[src/rtl/adat_pkg.sv]
// Shared types and constants for the ADAT receive sequencer.
// Holds the sample type, channel count, lock-state enum and default frame length.
package adat_pkg;

    localparam int NUM_CH             = 8;
    localparam int CH_W               = $clog2(NUM_CH);
    localparam int SAMPLE_W           = 24;
    localparam int USER_W             = 3;
    localparam int FRAME_CLKS_DEFAULT = 2048;

    typedef logic signed [SAMPLE_W-1:0] sample_t;

    typedef enum logic [1:0] {
        UNLOCKED,
        ACQUIRE,
        LOCKED,
        HOLDOVER
    } lock_state_t;

endpackage

[src/rtl/adat_frame_timer.sv]
// Frame interval timer: measures clocks between in_ready strobes.
// Ports: clk, rst, in_ready in; in_window (interval inside tolerance), timeout out.
module adat_frame_timer #(
    parameter int FRAME_CLKS = 2048,
    parameter int TOL_CLKS   = 64
) (
    input  logic clk,
    input  logic rst,
    input  logic in_ready,
    output logic in_window,
    output logic timeout
);

    localparam int MAX_CLKS = FRAME_CLKS + TOL_CLKS;
    localparam int MIN_CLKS = FRAME_CLKS - TOL_CLKS;
    localparam int CW       = $clog2(MAX_CLKS + 1);

    logic [CW-1:0] cnt_q;
    logic [CW:0]   interval;
    logic          at_limit;

    // interval = clocks elapsed since the previous strobe, counting this one
    assign interval  = {1'b0, cnt_q} + 1'b1;
    assign at_limit  = (interval == (CW+1)'(MAX_CLKS));
    assign in_window = (interval >= (CW+1)'(MIN_CLKS)) &&
                       (interval <= (CW+1)'(MAX_CLKS));
    // a strobe on the limit cycle is a real frame, not a timeout
    assign timeout   = at_limit & ~in_ready;

    always_ff @(posedge clk) begin
        if (rst)
            cnt_q <= '0;
        else if (in_ready || at_limit)
            cnt_q <= '0;
        else
            cnt_q <= cnt_q + 1'b1;
    end

endmodule

[src/rtl/adat_rx_sequencer.sv]
// ADAT frame lock tracker and 8-channel sample serialiser (optional ADAT_SEQ_MUTE_EN).
// Ports: clk, rst, in_ready/in_valid/in_user/in_audio, out_* beat stream, locked, user, overrun, err_count, clr_status.
module adat_rx_sequencer
    import adat_pkg::*;
#(
    parameter int LOCK_FRAMES = 4,
    parameter int HOLD_FRAMES = 2,
    parameter int FRAME_CLKS  = FRAME_CLKS_DEFAULT,
    parameter int TOL_CLKS    = 64
) (
    input  logic                             clk,
    input  logic                             rst,
    input  logic                             in_ready,
    input  logic                             in_valid,
    input  logic [USER_W-1:0]                in_user,
    input  logic [NUM_CH-1:0][SAMPLE_W-1:0]  in_audio,
    output logic                             out_valid,
    input  logic                             out_ready,
    output logic [CH_W-1:0]                  out_chan,
    output logic [SAMPLE_W-1:0]              out_sample,
    output logic                             out_last,
    output logic                             locked,
    output logic [USER_W-1:0]                user,
    output logic                             overrun,
    output logic [15:0]                      err_count,
    input  logic                             clr_status
);

    localparam int GW = $clog2(LOCK_FRAMES + 1);
    localparam int BW = $clog2(HOLD_FRAMES + 1);

    lock_state_t   state_q, state_d;
    logic [GW-1:0] good_cnt_q, good_cnt_d;
    logic [BW-1:0] bad_cnt_q, bad_cnt_d;
    logic          in_window, timeout;
    logic          good, bad, fwd, lost;

    logic              fwd_q;
    sample_t           stage_q [NUM_CH];
    logic [USER_W-1:0] stage_user_q;
    sample_t           hold_q [NUM_CH];
    logic              full_q;
    logic              mute_pend_q;
    logic              beat_xfer, last_xfer, buf_free;
    logic              load_frame, load_mute, drop;

    adat_frame_timer #(
        .FRAME_CLKS (FRAME_CLKS),
        .TOL_CLKS   (TOL_CLKS)
    ) u_timer (
        .clk       (clk),
        .rst       (rst),
        .in_ready  (in_ready),
        .in_window (in_window),
        .timeout   (timeout)
    );

    // interval is meaningless until we have a reference frame
    assign good = in_ready & in_valid & ((state_q == UNLOCKED) | in_window);
    assign bad  = (in_ready & ~good) | timeout;

    always_ff @(posedge clk) begin
        if (rst) begin
            state_q    <= UNLOCKED;
            good_cnt_q <= '0;
            bad_cnt_q  <= '0;
        end else begin
            state_q    <= state_d;
            good_cnt_q <= good_cnt_d;
            bad_cnt_q  <= bad_cnt_d;
        end
    end

    always_comb begin
        state_d    = state_q;
        good_cnt_d = good_cnt_q;
        bad_cnt_d  = bad_cnt_q;
        fwd        = 1'b0;
        lost       = 1'b0;
        unique case (state_q)
            UNLOCKED: if (good) begin
                if (LOCK_FRAMES <= 1) begin
                    state_d = LOCKED;
                    fwd     = 1'b1;
                end else begin
                    state_d    = ACQUIRE;
                    good_cnt_d = GW'(1);
                end
            end
            ACQUIRE: if (good) begin
                good_cnt_d = good_cnt_q + 1'b1;
                if (good_cnt_d == GW'(LOCK_FRAMES)) begin
                    state_d    = LOCKED;
                    good_cnt_d = '0;
                    fwd        = 1'b1;
                end
            end else if (bad) begin
                state_d    = UNLOCKED;
                good_cnt_d = '0;
            end
            LOCKED: if (good) begin
                fwd = 1'b1;
            end else if (bad) begin
                if (HOLD_FRAMES <= 1) begin
                    state_d = UNLOCKED;
                    lost    = 1'b1;
                end else begin
                    state_d   = HOLDOVER;
                    bad_cnt_d = BW'(1);
                end
            end
            HOLDOVER: if (good) begin
                state_d   = LOCKED;
                bad_cnt_d = '0;
                fwd       = 1'b1;
            end else if (bad) begin
                bad_cnt_d = bad_cnt_q + 1'b1;
                if (bad_cnt_d == BW'(HOLD_FRAMES)) begin
                    state_d   = UNLOCKED;
                    bad_cnt_d = '0;
                    lost      = 1'b1;
                end
            end
            default: state_d = UNLOCKED;
        endcase
    end

    // stage the strobed frame; the buffer decision happens one cycle later
    always_ff @(posedge clk) begin
        if (rst) fwd_q <= 1'b0;
        else     fwd_q <= fwd;
    end

    always_ff @(posedge clk) begin
        if (fwd) begin
            for (int c = 0; c < NUM_CH; c++)
                stage_q[c] <= sample_t'(in_audio[c]);
            stage_user_q <= in_user;
        end
    end

    assign beat_xfer  = out_valid & out_ready;
    assign last_xfer  = beat_xfer & (out_chan == CH_W'(NUM_CH - 1));
    // the ch7 handoff frees the buffer in time for a same-cycle capture
    assign buf_free   = ~full_q | last_xfer;
    assign load_frame = fwd_q & buf_free;
    assign drop       = fwd_q & ~buf_free;
    assign load_mute  = mute_pend_q & buf_free & ~fwd_q;

`ifdef ADAT_SEQ_MUTE_EN
    always_ff @(posedge clk) begin
        if (rst)            mute_pend_q <= 1'b0;
        else if (lost)      mute_pend_q <= 1'b1;
        else if (load_mute) mute_pend_q <= 1'b0;
    end
`else
    logic unused_lost;
    assign mute_pend_q = 1'b0;
    assign unused_lost = lost;
`endif

    always_ff @(posedge clk) begin
        if (load_frame) begin
            hold_q <= stage_q;
        end else if (load_mute) begin
            for (int c = 0; c < NUM_CH; c++)
                hold_q[c] <= '0;
        end
    end

    always_ff @(posedge clk) begin
        if (rst) begin
            full_q   <= 1'b0;
            out_chan <= '0;
            user     <= '0;
        end else begin
            if (load_frame | load_mute) full_q <= 1'b1;
            else if (last_xfer)         full_q <= 1'b0;
            if (beat_xfer)              out_chan <= out_chan + 1'b1;
            if (load_frame)             user <= stage_user_q;
        end
    end

    // a set event in the clear cycle is still recorded
    always_ff @(posedge clk) begin
        if (rst) begin
            overrun   <= 1'b0;
            err_count <= '0;
        end else begin
            if (drop)            overrun <= 1'b1;
            else if (clr_status) overrun <= 1'b0;
            if (bad) begin
                if (clr_status)            err_count <= 16'd1;
                else if (err_count != '1)  err_count <= err_count + 1'b1;
            end else if (clr_status) begin
                err_count <= '0;
            end
        end
    end

    assign out_valid  = full_q;
    assign out_sample = full_q ? hold_q[out_chan] : '0;
    assign out_last   = full_q & (out_chan == CH_W'(NUM_CH - 1));
    assign locked     = (state_q == LOCKED) | (state_q == HOLDOVER);

endmodule

[config.mk]
export PLATFORM = sky130hd
export DESIGN_NAME = adat_rx_sequencer
export DESIGN_NICKNAME = d
export VERILOG_FILES = /design/src/rtl/adat_pkg.sv /design/src/rtl/adat_frame_timer.sv /design/src/rtl/adat_rx_sequencer.sv
export SDC_FILE = /design/constraint.sdc
export NUM_CORES = 1
export LEC_CHECK = 0
export ABC_AREA = 1
export CAP_MARGIN = 30
export CORE_ASPECT_RATIO = 0.6
export CORE_UTILIZATION = 35
export DETAILED_ROUTE_END_ITERATION = 8
export PLACE_DENSITY_LB_ADDON = 0.2
export SKIP_CTS_REPAIR_TIMING = 1
export SLEW_MARGIN = 20
export SYNTH_ARGS = -nofsm -noshare
export SYNTH_HDL_FRONTEND = slang
export SYNTH_HIERARCHICAL = 1
export SYNTH_SLANG_ARGS = --single-unit
[constraint.sdc]
create_clock -name clk -period 35.4 [get_ports clk]
set_clock_uncertainty 0.1 [all_clocks]
set_input_delay 3.54 -clock clk [delete_from_list [all_inputs] [get_ports clk]]
set_output_delay 3.54 -clock clk [all_outputs]
set_load 0.1 [all_outputs]
**Yosys cells after proc, flatten, opt, wreduce, memory -nomap -nowiden**

Index checks and enable logic that the tools add are counted.

- Output and inout port bits: 50
- Register bits: 431
- Input port bits: 201

- Add/subtract/negate cells: 6
- Mux-type cells: 37
- Eq/ne operators: 15
- Magnitude comparators: 3
- Reduce and logical (&&, ||, !) cells: 15
- Bitwise logic cells: 18

Operators by type and width:

| cell | number |
|---|---|
| $bmux 24 s3 | 1 |
| $mux 24 | 3 |
| $mux 16 | 4 |
| $mux 2 | 14 |
| $add 16x1->16 const B | 1 |
| $ne 16x16->1 const B | 1 |
| $add 12x1->13 const B | 1 |
| $eq 13x12->1 const B | 1 |
| $ge 13x11->1 const B | 1 |
| $le 13x12->1 const B | 1 |
| $add 12x1->12 const B | 1 |
| $mux 3 | 4 |
| $ne 3x3->1 const B | 4 |
| $reduce_bool 2->1 | 6 |
| $and 1x1->1 | 9 |
| $pmux 2 s4 | 1 |
| $mux 1 | 7 |
| $reduce_and 7->1 | 1 |
| $add 3x1->3 const B | 2 |
| $eq 2x2->1 const B | 3 |
| $eq 3x3->1 const B | 2 |
| $ne 2x2->1 const B | 3 |
| $pmux 3 s2 | 1 |
| $ge 4x4->1 const B | 1 |
| other kinds (14) | 21 |

**Depth between registers and ports, before layout**

- Word-level depth: 11
- Depth in mapped cells: 20

**Cells and area by module**

Netlist, hierarchy kept.

Modules (own cells, without submodules):

| module | area an instance (um^2) | cells each | times used |
|---|---|---|---|
| adat_rx_sequencer | 15083.2 | 1010 | 1 |
| adat_frame_timer | 804.5 | 115 | 1 |

**Worst setup path before layout**

OpenSTA, ideal clock, no wires.

- Kind: input port to flip-flop
- Start point: in in_valid
- End point: reg stage_q[0] (netlist bit) (enable)
- Arrival time: 17.064 ns
- Setup time: 0.988 ns
- Path slack: 17.247 ns
- Stages on the path: 3
- Required time: 34.312 ns
- Cells stage by stage: nand2_1 o21bai_4 nor3_1

- Cells in the longest elaborated chain, start to end: 4

RTL lines:

| item | RTL line | text |
|---|---|---|
| start, declared | adat_rx_sequencer.sv:14 | `input logic in_valid,` |
| $and 1x1->1 * (2 in series) | adat_rx_sequencer.sv:59 | `assign good = in_ready & in_valid & ((state_q == UNLOCKED) \| in_window);` |
| $mux 1 (on tied branches) | adat_rx_sequencer.sv:101, adat_rx_sequencer.sv:112, adat_rx_sequencer.sv:90 |  |
| $pmux 1 s2 * | adat_rx_sequencer.sv:80 | `unique case (state_q)` |
| named net fwd | adat_rx_sequencer.sv:36 | `logic good, bad, fwd, lost;` |
| end signal, assigned by index | adat_rx_sequencer.sv:137 | `stage_q[c] <= sample_t'(in_audio[c]);` |
| end, declared | adat_rx_sequencer.sv:39 | `sample_t stage_q [NUM_CH];` |

The timed path passes the listed nets; every way through them passes the cells marked *.
A chain may end at the register's enable or synchronous reset.

**Final worst setup path**

- Start point: reg out_chan[0]
- End point: out out_sample[18]

- Cells in the longest elaborated chain, start to end: 5

RTL lines:

| item | RTL line | text |
|---|---|---|
| start, declared | adat_rx_sequencer.sv:19 | `output logic [CH_W-1:0] out_chan,` |
| start signal, assigned | adat_rx_sequencer.sv:179 | `if (beat_xfer) out_chan <= out_chan + 1'b1;` |
| $not 3->4 (implied by the code) | adat_rx_sequencer.sv:202 | `assign out_sample = full_q ? hold_q[out_chan] : '0;` |
| $bmux 24 s3 | adat_rx_sequencer.sv:202 |  |
| $mux 24 (implied by the code) (2 in series) | adat_rx_sequencer.sv:202 |  |
| $mux 24 | adat_rx_sequencer.sv:202 |  |
| end, declared | adat_rx_sequencer.sv:20 | `output logic [SAMPLE_W-1:0] out_sample,` |

Every way passes these cells. The select of a mux whose other input is x is not followed.

==> flow_metrics.env <==
export IMPL_areaGrowthSynthToFinish_pct=28.90
export IMPL_finalHoldViolations=0
export IMPL_fin_setup_tns_ns=0
export IMPL_setup_worst_path_start_class="flip-flop"
export IMPL_yosys_warnings=6
export IMPL_worst_hold_path_endpoint="hold_q[16]$_DFFE_PP_"
export IMPL_grt_pass1_vias=9260
export IMPL_drtIter0Drc=705
export IMPL_wl_per_cell_um=19.30
export IMPL_h_tree_depth=2
export IMPL_drc=0
export IMPL_clkTransAtPathRegs_ns=0.06
export IMPL_die_width_um=277.1
export IMPL_placed_cells=1929
export IMPL_rsz0062_at_grt="false"
export IMPL_yosysUniqueCellTypes=39
export IMPL_syn_nets=1332
export IMPL_layout_setup_ws_ns=27.11
export IMPL_cap_violations=0
export IMPL_rr_startpoint="u_timer/cnt_q[0]$_SDFF_PP0_"
export IMPL_cts_made_buffers=42
export IMPL_grt_util_all_layers=0.1671
export IMPL_critPathMaxFanout=66
export IMPL_slowest_delay_ns=1.16
export IMPL_cp_arrival_ns=4.65
export IMPL_fmax_mhz=120.7
export IMPL_start_util=0.3545
export IMPL_cp_slowest_cell="clkdlybuf4s50_1"
export IMPL_ff2ff_path_depth=15
export IMPL_die_area_mm2=0.04628
export IMPL_clk_insertion_delay_late_ns=0.55
export IMPL_final_cells=2009
export IMPL_slew_viol_final=0
export IMPL_syn_avg_cell_area_um2=14.12
export IMPL_status="completed"
export IMPL_required_ns=31.76
export IMPL_io_pins=251
export IMPL_dpl_worst_slack_ns=27.60
export IMPL_grt_pass1_wl_um=57620
export IMPL_p_per_area_mw_per_mm2=51.46
export IMPL_relSlewSlack=0.2981
export IMPL_core_area_mm2=0.04482
export IMPL_vias=9640
export IMPL_nNetsFinal=1594
export IMPL_syn_inst=1125
export IMPL_finalSetupViolCount=0
export IMPL_hold_depth=0
export IMPL_vias_per_cell=4.798
export IMPL_ir_drop_v=0.00002706
export IMPL_drive_gt1_frac=0.08316
export IMPL_port_buffers=250
export IMPL_firstDrtPassIters=5
export IMPL_cts_root_buf="clkbuf_16"
export IMPL_regToRegSetupSlack_ns=30.46
export IMPL_hp_start="stage_q[16]$_DFFE_PP_"
export IMPL_grt_start_max_net_pins=197
export IMPL_leakagePower_uw=0.006773
export IMPL_period_minus_slack_ns=8.288
export IMPL_gp_congestion=0.8936
export IMPL_gr_total_overflow=0
export IMPL_fin_crit_sh=0.2341
export IMPL_clk_path_buf_depth=3
export IMPL_grt_antenna_before_repair=6
export IMPL_cts_tree="built"
export IMPL_worst_hold_path_type="flip-flop to flip-flop"
export IMPL_synth_area_mm2=0.01589
export IMPL_cts_sinks=431
export IMPL_worstSetupPathType="flip-flop to output pin"
export IMPL_fillers=4006
export IMPL_r2r_end="stage_q[33]$_DFFE_PP_"
export IMPL_seq_area_frac_synth=0.7869
export IMPL_worst_pin_slew_ns=1.050
export IMPL_chipHeight_um=167.0
export IMPL_worstPathCellList="inv_4 -> buf_4 -> nor2_1 -> o32ai_1 -> o21ai_0 -> nor2_1 -> clkdlybuf4s50_1"
export IMPL_critPathMostFrequentCell="nor2_1"
export IMPL_end_kind="output pin"
export IMPL_ant_nets=0
export IMPL_ys_ff_latch=431
export IMPL_routed_wl_um=38780
export IMPL_dp_hpwl_um=25580
export IMPL_num_rows=60
[through the flow]
step,area (µm²),power (µW),hold WS [ns],utilization
after floorplan,15890,603.9,0.3003,-
after global placement,19010,631.2,0.3011,0.4241
after detailed placement,19120,632.7,0.3045,0.4265
after CTS,20440,1069,0.3073,0.4560
after global routing,20480,1094,0.3165,0.4570
final,20480,1054,0.2986,0.4570
[metal layers]
metal,share of wire,vias to the layer above,global-route usage
li1,-,4600,-
met1,0.47,4666,0.2431
met2,0.44,308,0.2464
met3,0.062,60,0.04181
met4,0.024,6,0.04928
met5,0.0010,-,0
[worst max path at each step]
stage | endpoint | depth (start not counted) | startpoint
final | out_sample[18] | 7 | out_chan[0]$_SDFFE_PP0P_
after global routing | out_sample[18] | 7 | out_chan[0]$_SDFFE_PP0P_
after CTS | out_sample[13] | 7 | out_chan[0]$_SDFFE_PP0P_
after detailed placement | out_sample[13] | 7 | out_chan[0]$_SDFFE_PP0P_
after global placement | out_sample[13] | 7 | out_chan[0]$_SDFFE_PP0P_
after floorplan | stage_q[0]$_DFFE_PP_ | 3 | in_valid
[critical path, delay by kind of cell (launching register included)]
family | cells | cell delay (ns)
AO/OA/AOI/OAI | 2 | 1.09
buffers and inverters | 3 | 2.20
flip-flops | 1 | 0.47
AND/OR/NAND/NOR | 2 | 0.29
[area by class of cell]
type	count	area, µm²	area share
antenna	1	2.502	0.0001222
tap	589	737.0	0.03598
sequential	431	12510	0.6108
multi-input combinational	597	2990	0.1460
clock buffer	50	1102	0.05382
clock inverter	26	219.0	0.01069
timing repair buffer	266	2733	0.1334
inverter	49	186.4	0.009103
[sequential cells by signal (all words and copies together) (netlist names), 3 cells and up, named ones only]
signal / flops
hold_q: 192
stage_q: 192
err_count: 16
u_timer/cnt_q: 12
good_cnt_q: 3
out_chan: 3
stage_user_q: 3
user: 3
[cell usage in the layout, fill, tap and decap left out, types with 13 or more instances in the layout]
cell type / n
a21oi_1: 26
clkbuf_16: 43
clkdlybuf4s50_1: 250
dfxtp_1: 42
edfxtp_1: 387
inv_1: 46
nand2_1: 92
nand3_1: 26
nor2_1: 241
nor2_2: 13
o21ai_0: 82
o32ai_1: 48
[Yosys cell counts, drive strengths merged]
| cell type | number | area share |
|---|---|---|
| a21boi | 1 | 0.00047 |
| a21oi | 27 | 0.0087 |
| a31oi | 1 | 0.00039 |
| a32o | 1 | 0.00063 |
| and3 | 1 | 0.00039 |
| buf | 22 | 0.0080 |
| clkbuf | 26 | 0.0061 |
| dfxtp | 44 | 0.055 |
| edfxtp | 387 | 0.73 |
| ha | 6 | 0.0047 |
| inv | 49 | 0.012 |
| nand2 | 104 | 0.028 |
| nand3 | 28 | 0.0095 |
| nand3b | 4 | 0.0019 |
| nand4 | 11 | 0.0043 |
| nor2 | 260 | 0.066 |
| nor3 | 7 | 0.0022 |
| nor4 | 1 | 0.00039 |
| o211ai | 1 | 0.00047 |
| o21ai | 86 | 0.027 |
| o21bai | 4 | 0.0028 |
| o32ai | 48 | 0.026 |
| or2 | 1 | 0.00039 |
| xnor2 | 3 | 0.0017 |
| xor2 | 2 | 0.0011 |
[cells by family (layout without fill, tap and decap cells)]
family,after synthesis,in the layout,share of synthesized area
adders and majority gates,6,6,0.004725
buffers and inverters,97,391,0.02567
other,0,1,0
xor gates and xnor gates,5,5,0.002757
and+or+nand+nor,417,417,0.1129
DFF,431,431,0.7869
AOI/OAI and AO/OA,169,169,0.06710
[report_power, final]
group	internal [µW]	switching [µW]	total, µW
Sequential	558	4.87	563
Combinational	28.0	30.5	58.5
Clock	245	187	432
Total	831	223	1050
No activity file was read; power rests on OpenSTA's default activity.
